<file path="src/rtl/get_certificate_sequencer_pkg.sv">
// get_certificate_sequencer_pkg: shared message constants, FSM states, error codes and per-slot certificate tables
package get_certificate_sequencer_pkg;
  localparam int MSG_LEN = 96;
  localparam int PAYLOAD_LEN = MSG_LEN - 32;
  localparam int HDR_W = 8;
  localparam logic [7:0] PROTOCOL_VERSION = 8'h12;
  localparam logic [7:0] GET_CERTIFICATE_CMD = 8'h82;
  localparam logic [3:0] SLOT0_CERT_COUNT = 4'd6;
  localparam logic [3:0] SLOT1_CERT_COUNT = 4'd4;
  localparam logic [3:0] SLOT2_CERT_COUNT = 4'd5;
  typedef enum logic [2:0] {S_IDLE, S_REQ, S_WAIT, S_DELIVER, S_DONE, S_ERR} state_t;
  typedef enum logic [1:0] {ERR_NONE, ERR_INVALID_SLOT, ERR_INVALID_REQ, ERR_TIMEOUT} err_t;
  // indexed [slot][idx]; slot 3 and unmapped indices are zero
  localparam logic [3:0][7:0][15:0] CERT_LEN = {
    128'h0,
    {16'h0, 16'h0, 16'h0, 16'h0190, 16'h0480, 16'h0333, 16'h0222, 16'h0100},
    {16'h0, 16'h0, 16'h0, 16'h0, 16'h0444, 16'h05F0, 16'h0120, 16'h0300},
    {16'h0, 16'h0, 16'h0088, 16'h07A0, 16'h0150, 16'h0410, 16'h0340, 16'h0200}
  };
  localparam logic [3:0][3:0] CERT_COUNT = {4'd0, SLOT2_CERT_COUNT, SLOT1_CERT_COUNT, SLOT0_CERT_COUNT};
endpackage

</file>
<file path="src/rtl/get_certificate_sequencer_cert_length_table.sv">
// cert_length_table: combinational (slot, idx) -> chain count and certificate length
//   i_slot   slot number      i_idx    chain index
//   o_count  certificates in the slot's chain (0 for unknown slots)
//   o_length length of entry idx (0 when unmapped)
module cert_length_table
  import get_certificate_sequencer_pkg::*;
(
  input  logic [HDR_W-1:0] i_slot,
  input  logic [3:0]       i_idx,
  output logic [3:0]       o_count,
  output logic [15:0]      o_length
);
  always_comb begin
    o_count = (i_slot < 8'd3) ? CERT_COUNT[i_slot[1:0]] : 4'd0;
    // idx < count <= 6 guarantees idx[3] is clear when the entry is used
    o_length = (i_idx < o_count) ? CERT_LEN[i_slot[1:0]][i_idx[2:0]] : 16'h0;
  end
endmodule

</file>
<file path="src/rtl/get_certificate_sequencer.sv">
// get_certificate_sequencer: fetches a slot's certificate chain one GET_CERTIFICATE per index
//   Optional feature: CERT_SEQ_RETRY_EN re-issues a timed-out request up to MAX_RETRIES times.
//   i_start/i_abort/i_slot           host control      o_busy/o_done/o_error/o_err_code  host status
//   o_req_msg/o_req_valid/i_req_ready  request bus
//   i_resp_valid/i_resp_err/i_resp_payload  responder answer
//   o_cert_data/o_cert_idx/o_cert_valid/i_cert_ready  chain buffer output
module get_certificate_sequencer
  import get_certificate_sequencer_pkg::*;
#(
  parameter int TIMEOUT_CYCLES = 64,
  parameter int MAX_RETRIES = 2
) (
  input  logic                   clk,
  input  logic                   rst_n,
  input  logic                   i_start,
  input  logic                   i_abort,
  input  logic [HDR_W-1:0]       i_slot,
  output logic [MSG_LEN-1:0]     o_req_msg,
  output logic                   o_req_valid,
  input  logic                   i_req_ready,
  input  logic                   i_resp_valid,
  input  logic                   i_resp_err,
  input  logic [PAYLOAD_LEN-1:0] i_resp_payload,
  output logic [PAYLOAD_LEN-1:0] o_cert_data,
  output logic [3:0]             o_cert_idx,
  output logic                   o_cert_valid,
  input  logic                   i_cert_ready,
  output logic                   o_busy,
  output logic                   o_done,
  output logic                   o_error,
  output logic [1:0]             o_err_code
);
  state_t r_state, w_next;
  logic [HDR_W-1:0] r_slot, w_tbl_slot;
  logic [3:0] r_idx, w_count;
  logic [15:0] r_timer, w_length;
  logic [PAYLOAD_LEN-1:0] r_cert_data;
  logic [1:0] r_err_code;
  logic w_expire, w_last, w_can_retry, w_launch;
  // in IDLE the table is looked up with the incoming slot to decide the first transition
  assign w_tbl_slot = (r_state == S_IDLE) ? i_slot : r_slot;
  assign w_expire = r_timer == 16'd1;
  assign w_last = r_idx == w_count - 4'd1;
  assign w_launch = r_state == S_IDLE && i_start && !i_abort;
  cert_length_table u_tbl (.i_slot(w_tbl_slot), .i_idx(r_idx), .o_count(w_count), .o_length(w_length));
`ifdef CERT_SEQ_RETRY_EN
  logic [7:0] r_retries;
  assign w_can_retry = r_retries < 8'(MAX_RETRIES);
  always_ff @(posedge clk or negedge rst_n)
    if (!rst_n) r_retries <= 8'd0;
    else if (w_launch || (r_state == S_DELIVER && i_cert_ready)) r_retries <= 8'd0;
    else if (r_state == S_WAIT && w_next == S_REQ) r_retries <= r_retries + 8'd1;
`else
  // without retries a timeout is always final; the comparison keeps MAX_RETRIES referenced
  assign w_can_retry = MAX_RETRIES < 0;
`endif
  always_ff @(posedge clk or negedge rst_n)
    if (!rst_n) r_state <= S_IDLE;
    else r_state <= w_next;
  always_comb begin
    w_next = r_state;
    case (r_state)
      S_IDLE:    if (i_start) w_next = (i_slot > 8'd2) ? S_ERR : (w_count == 4'd0) ? S_DONE : S_REQ;
      S_REQ:     if (i_req_ready) w_next = S_WAIT;
      S_WAIT:    if (i_resp_valid) w_next = i_resp_err ? S_ERR : S_DELIVER;
                 else if (w_expire) w_next = w_can_retry ? S_REQ : S_ERR;
      S_DELIVER: if (i_cert_ready) w_next = w_last ? S_DONE : S_REQ;
      default:   w_next = S_IDLE;
    endcase
    if (i_abort) w_next = S_IDLE;
  end
  always_ff @(posedge clk or negedge rst_n)
    if (!rst_n) begin
      r_slot <= '0;
      r_idx <= 4'd0;
      r_timer <= 16'd0;
      r_cert_data <= '0;
      r_err_code <= ERR_NONE;
    end else begin
      if (w_launch) begin
        r_slot <= i_slot;
        r_idx <= 4'd0;
        r_err_code <= (i_slot > 8'd2) ? ERR_INVALID_SLOT : ERR_NONE;
      end
      if (r_state == S_REQ && i_req_ready) r_timer <= TIMEOUT_CYCLES[15:0];
      else if (r_state == S_WAIT) r_timer <= r_timer - 16'd1;
      if (r_state == S_WAIT && w_next == S_DELIVER) r_cert_data <= i_resp_payload;
      if (r_state == S_WAIT && w_next == S_ERR) r_err_code <= i_resp_valid ? ERR_INVALID_REQ : ERR_TIMEOUT;
      if (r_state == S_DELIVER && w_next == S_REQ) r_idx <= r_idx + 4'd1;
    end
  always_comb begin
    o_req_valid = r_state == S_REQ;
    o_cert_valid = r_state == S_DELIVER;
    o_busy = r_state != S_IDLE;
    o_done = r_state == S_DONE;
    o_error = r_state == S_ERR;
    o_req_msg = (r_state == S_REQ) ?
      {PROTOCOL_VERSION, GET_CERTIFICATE_CMD, r_slot, 8'h00, 12'h000, r_idx, w_length, {(MSG_LEN-64){1'b0}}} : '0;
  end
  assign o_cert_data = r_cert_data;
  assign o_cert_idx = r_idx;
  assign o_err_code = r_err_code;
endmodule

</file>
<file path="config.mk">
export PLATFORM = sky130hd
export DESIGN_NAME = get_certificate_sequencer
export DESIGN_NICKNAME = d
export VERILOG_FILES = /design/src/rtl/get_certificate_sequencer_pkg.sv /design/src/rtl/get_certificate_sequencer_cert_length_table.sv /design/src/rtl/get_certificate_sequencer.sv
export SDC_FILE = /design/constraint.sdc
export NUM_CORES = 1
export LEC_CHECK = 0
export BUFFER_PORTS_ARGS = -buffer_cell sky130_fd_sc_hd__clkbuf_2
export CAP_MARGIN = 10
export CORE_ASPECT_RATIO = 0.9
export CORE_MARGIN = 1.5
export CORE_UTILIZATION = 45
export DETAILED_ROUTE_END_ITERATION = 7
export MAX_ROUTING_LAYER = met4
export PLACE_DENSITY = 0.78
export SLEW_MARGIN = 15
export SYNTH_ARGS = -nofsm -noshare
export SYNTH_HDL_FRONTEND = slang
export SYNTH_SLANG_ARGS = --single-unit
</file>
<file path="constraint.sdc">
create_clock -name clk -period 7.03 [get_ports clk]
set_input_delay 1.406 -clock clk [delete_from_list [all_inputs] [get_ports clk]]
set_output_delay 1.406 -clock clk [all_outputs]
set_load 0.05 [all_outputs]
</file>
# Word-level counts from Yosys, hierarchy flattened
# Cells that the tools add are included.
[totals]
rom_bits = 0
mem_bits_rw = 0
mem_count = 0
latchBits = 0
output_inout_bits = 171
elab_cells = 66
reg_bits = 97
input_bits = 80
[op_classes]
n_bitwise = 0
n_eq_ne = 10
order_cmp = 5
multipliers = 0
div = 0
n_addsub = 3
reduce_logical = 13
n_mux = 29
n_shift = 0
[op_table]
columns = ["operator", "n"]
rows = [
  ["$bmux 128 s2", 1],
  ["$mux 128", 1],
  ["$mux 93", 1],
  ["$mux 16", 4],
  ["$bmux 16 s3", 1],
  ["$mux 3", 10],
  ["$eq 16x1->1 const B", 1],
  ["$mux 4", 4],
  ["$sub 16x1->16 const B", 1],
  ["$pmux 3 s4", 1],
  ["$eq 3x2->1 const B", 3],
  ["$eq 3x3->1 const B", 3],
  ["$bmux 4 s2", 1],
  ["$gt 8x2->1 const B", 1],
  ["$lt 8x2->1 const B", 1],
  ["$mux 8", 1],
  ["$eq 3x1->1 const B", 2],
  ["$logic_and 1x1->1", 6],
  ["$reduce_bool 2->1", 3],
  ["$add 4x1->4 const B", 1],
  ["$eq 4x4->1", 1],
  ["$logic_not 4->1", 1],
  ["$lt 3x4->1 const B", 1],
  ["$lt 4x4->1", 1],
  ["7 further kinds", 9],
]

# Longest topological paths before layout
[depth]
word_depth = 14
depth_mapped = 17

# By module
# From an unflattened synthesis, not the netlist that was laid out.
[unflattened]
cells_unflattened = 500
hier_area_um2 = 5522.8
[by_module_without_submodules]
columns = ["module", "instances", "area_each_um2", "cells_per_inst"]
rows = [
  ["get_certificate_sequencer", 1, 5017.3, 429],
  ["cert_length_table", 1, 505.5, 71],
]

# Worst setup path before layout
# OpenSTA, ideal clock, no wires.
[synth_path]
kind = "input -> output"
start = "input port i_slot[7]"
end = "output port o_req_msg[33]"
cell_stages = 11
arrival_ns = 4.881
required_time_ns = 5.624
setup_slack_ns = 0.743
path_buffers = 1
cell_sequence = "or4_4 > nor4_1 > nor2_1 > nor2_1 > nand2_1 > ha_1 > nor2b_1 > o21ai_0 > nand3_1 > clkbuf_1 > nor4_1"
[synth_via]
elab_chain_cells = 6
[synth_rtl]
columns = ["item", "line_no", "text"]
rows = [
  ["start: declaration", "get_certificate_sequencer.sv:17", "input logic [HDR_W-1:0] i_slot,"],
  ["$mux 8", "get_certificate_sequencer.sv:41", "assign w_tbl_slot = (r_state == S_IDLE) ? i_slot : r_slot;"],
  ["$lt 8x2->1", "get_certificate_sequencer_cert_length_table.sv:14", "o_count = (i_slot < 8'd3) ? CERT_COUNT[i_slot[1:0]] : 4'd0;"],
  ["$mux 4", "get_certificate_sequencer_cert_length_table.sv:14", ""],
  ["$lt 4x4->1", "get_certificate_sequencer_cert_length_table.sv:16", "o_length = (i_idx < o_count) ? CERT_LEN[i_slot[1:0]][i_idx[2:0]] : 16'h0;"],
  ["$mux 16", "get_certificate_sequencer_cert_length_table.sv:16", ""],
  ["$mux 93", "get_certificate_sequencer.sv:97", "o_req_msg = (r_state == S_REQ) ?"],
  ["end: declaration", "get_certificate_sequencer.sv:18", "output logic [MSG_LEN-1:0] o_req_msg,"],
]
# No other way between the ends.

# Worst setup path after layout
[layout_path]
start = "register r_state[0]"
end = "output port o_req_msg[33]"
[layout_via]
elab_chain_cells = 8
[layout_rtl]
columns = ["item", "line_no", "text"]
rows = [
  ["start: declaration", "get_certificate_sequencer.sv:33", "state_t r_state, w_next;"],
  ["start signal: assignment", "get_certificate_sequencer.sv:59", "else r_state <= w_next;"],
  ["parallel branches: the longest is 7 deep, another holds $lt 8x2->1", "-", ""],
  ["$mux 93 *", "get_certificate_sequencer.sv:97", ""],
]
# Mark *: on every way between the ends. The select of a mux whose other input is x is not followed.

==> results by group <==
Status
  – Outcome: finished clean

Pwr
  – Sequential share of power: around 35%
  – Net Switching: 1.14 mW
  – Sw frac: a little under half
  – Clock Power Share: between 10% and 20%
  – Pint: between 1 and 1.5 mW
  – Pleak: ~3.4 nW
  – P per Cell Area: ~380 nW/um2
  – VDD IR max: between 0.0002 and 0.00025 V
  – Comb power frac: between 40% and 50%

Finish
  – N_diodes: 0
  – Nets: around 760
  – Design Area, Final: between 6000 and 7000 um2
  – Final Core Density: 55.2%
  – Synthesis-to-finish area growth: 19.1%
  – Share of layout cells above drive strength 1: about two fifths

Route
  – Wire per inst: about 14 um
  – DRT Wirelength: between 10,000 and 15,000 um
  – Via/cell ratio: approximately 5
  – Number of nets with antenna violations after routing: 0
  – Vias: about 4,000
  – Initial DRC count: around 200
  – Initial DRT Pass Iterations: 4
  – Drt drc: 0

Setup path
  – Critical path type: flip-flop to primary output
  – Critical Path Fanout Max: 21
  – Nature of the critical path startpoint: flip-flop
  – CP Data Required Time: roughly 5.6 ns
  – CP Capture Type: primary output
  – Critical Path AT: roughly 4.5 ns

Placement
  – Hpwl dp: 9030 um
  – Port Buf Inserts: between 150 and 200
  – Placed cell areas: just over 6000 um2
  – Gp weighted congestion: a little over 0.9

Global routing
  – Grt total ovfl: 0
  – First-pass GRT wire length: around 19,000 um
  – Vias in the first global route: 3,961
  – Gr usage total: 19.4%
  – Initial antenna violation count: 0
  – Pin count of the biggest net entering global routing: between 80 and 90

STA
  – Fin. Hold Viols: 0
  – RSZ-0062 raised after global routing: no
  – Slew @ Worst Pin: just over 1 ns
  – Max-slew violation count: 0
  – Crit path time final: ~6 ns
  – Post-route clock skew: 0.00483 ns
  – Normalized max-slew margin: roughly 33%
  – Final hold slack: around 0.5 ns
  – Fin crit share: between 80% and 90%
  – Final setup fails: 0
  – Setup TNS: 0 ns
  – Fmax: approximately 170 MHz

Floorplan
  – Die area: around 12,000 um2
  – Die Wd: 118 um
  – Die H: about 110 um
  – Initial Util: a little under half
  – Ports: around 250
  – Cell Rows: 37
  – Core Box Area: between 10,000 and 15,000 um2

CTS
  – Worst-path clk slew: ~0.07 ns
  – CTS buffer count: 9
  – CTS tree: done
  – Postcts setup bufs: 0
  – Clock Path Buffers: 2
  – CTS sink count: 97
  – Clock Latency Late Sink: 0.34 ns
  – Clock root buffer: clkbuf_16
  – Hold_buf cts: 0
  – Quantity of gates resized following cts: 0
  – CTS H-tree depth: 3

Synthesis
  – Synth cell types: 48
  – Synth warnings: 0
  – Sequential area share after synthesis: about 46%
  – Ys flop type: dfrtp_1
  – Post-synth ARST share: 100%
  – Number of synthesized flops with an enable pin: 0
  – Post-Syn Area: roughly 5300 um2
  – Syn avg cell area: around 11 um2
  – Yosys reg bits: 97
  – Gate Count Post-Synth: approximately 500

Run
  – Max-cap violations: 0

Worst hold path
  – Hold Crit Class: flip-flop to flip-flop
==> sequential cells by signal, summed over array words and instances (netlist names) <==
register	count
o_err_code	2
r_timer	16
o_cert_data	64
o_cert_idx	4
r_state	3
r_slot	8
==> stage by stage <==
stage / total power [mW] / cells / worst slack, ns
CTS: 2.41 / 827 / 1.21
global placement: 1.89 / 811 / 1.45
floorplan: 1.70 / 565 / 0.743
finish: 2.39 / 827 / 1.15
detailed placement: 1.93 / 811 / 1.32
global route: 2.51 / 827 / 0.741
==> path summary, 6_finish.rpt <==
check / startpoint / slack [ns] / cells past startpoint / end
max: r_state[0] / 1.15 / 13 / o_req_msg[33]
min: o_cert_data[13] / 0.50 / 1 / o_cert_data[13]
max reg2reg: r_state[0] / 2.33 / 16 / o_cert_data[12]
min reg2reg: o_cert_data[13] / 0.50 / 1 / o_cert_data[13]
max in group asynchronous: rst_n / 4.88 / 2 / r_timer[2]
min in group asynchronous: rst_n / 0.91 / 1 / o_cert_data[28]
==> final cells by class <==
type | count | area, um2
well taps | 156 | 195
repair buffers | 184 | 931
inverters | 13 | 48.8
multi-input cells | 361 | 2450
clock inverters | 7 | 62.6
fillers | 1025 | 5140
clock buffers | 9 | 225
flip-flops and latches | 97 | 2430
==> cells by family after synthesis <==
logic type | Yosys count | synth area share [%]
xor gates and xnor gates | 15 | 2.47
AOI/OAI and AO/OA | 52 | 6.37
adders and majority gates | 13 | 3.05
DFF | 97 | 45.6
and+or+nand+nor | 132 | 12.4
other | 1 | 0.0704
muxes | 80 | 16.7
buffers and inverters | 107 | 13.3
==> critical path, stage by stage (launching register included) <==
cell and delay, ns:
dfrtp_1 0.61, nor3_1 0.64, inv_1 0.23, mux2i_1 0.43
inv_1 0.17, ha_1 0.25, nor2_1 0.15, nand2_1 0.10
ha_1 0.29, nor2b_1 0.12, o21ai_0 0.14, nand3_1 0.31
nor4_1 0.35, clkbuf_2 0.33
==> layout by cell type, fill, tap and decap left out, types with 4 or more instances in the layout <==
cell type,instances
clkbuf_2,180
dfrtp_1,97
conb_1,69
mux2_2,67
nor2_1,41
nand2_1,25
o21ai_0,16
and3_1,14
a21oi_1,14
inv_1,13
xnor2_1,13
ha_1,13
nor3_1,11
nor4_1,10
mux2i_1,9
clkbuf_16,9
nand3_1,6
nor3b_1,4
or3_1,4
a31oi_1,4
mux2_1,4
buf_4,4
==> power groups by stage <==
stage / sequential, mW / clock (mW) / combinational (mW)
2_1_floorplan: 1.26 / 0 / 0.441
3_3_place_gp: 0.839 / 0 / 1.06
3_5_place_dp: 0.850 / 0 / 1.08
4_1_cts: 0.844 / 0.483 / 1.08
5_1_grt: 0.867 / 0.507 / 1.14
6_report: 0.844 / 0.469 / 1.07
==> cell usage after synthesis (3+ instances only) <==
cell,count,area (um2)
nand3_1,6,30.0
buf_6,3,33.8
mux2_1,4,45.0
and3_1,14,87.6
dfrtp_1,97,2430
nand2b_1,3,18.8
buf_4,76,571
nor2_1,41,154
a21oi_1,14,70.1
xnor2_1,13,114
or3_1,4,25.0
nor2b_1,3,18.8
inv_1,13,48.8
clkbuf_1,15,56.3
nor4_1,10,62.6
nor3_1,11,55.1
mux2_2,67,754
a31oi_1,4,25.0
nand2_1,25,93.8
nor3b_1,4,30.0
o21ai_0,16,80.1
mux2i_1,9,90.1
ha_1,13,163
==> per-layer routing <==
metal	up-vias	track usage [%]	part of all wire (%)
li1	1912	-	-
met1	1954	21.8	38
met2	147	34.9	55
met3	18	3.92	4.8
met4	0	6.10	1.7
met5	-	-	0
No activity file was read; power rests on OpenSTA's default activity.
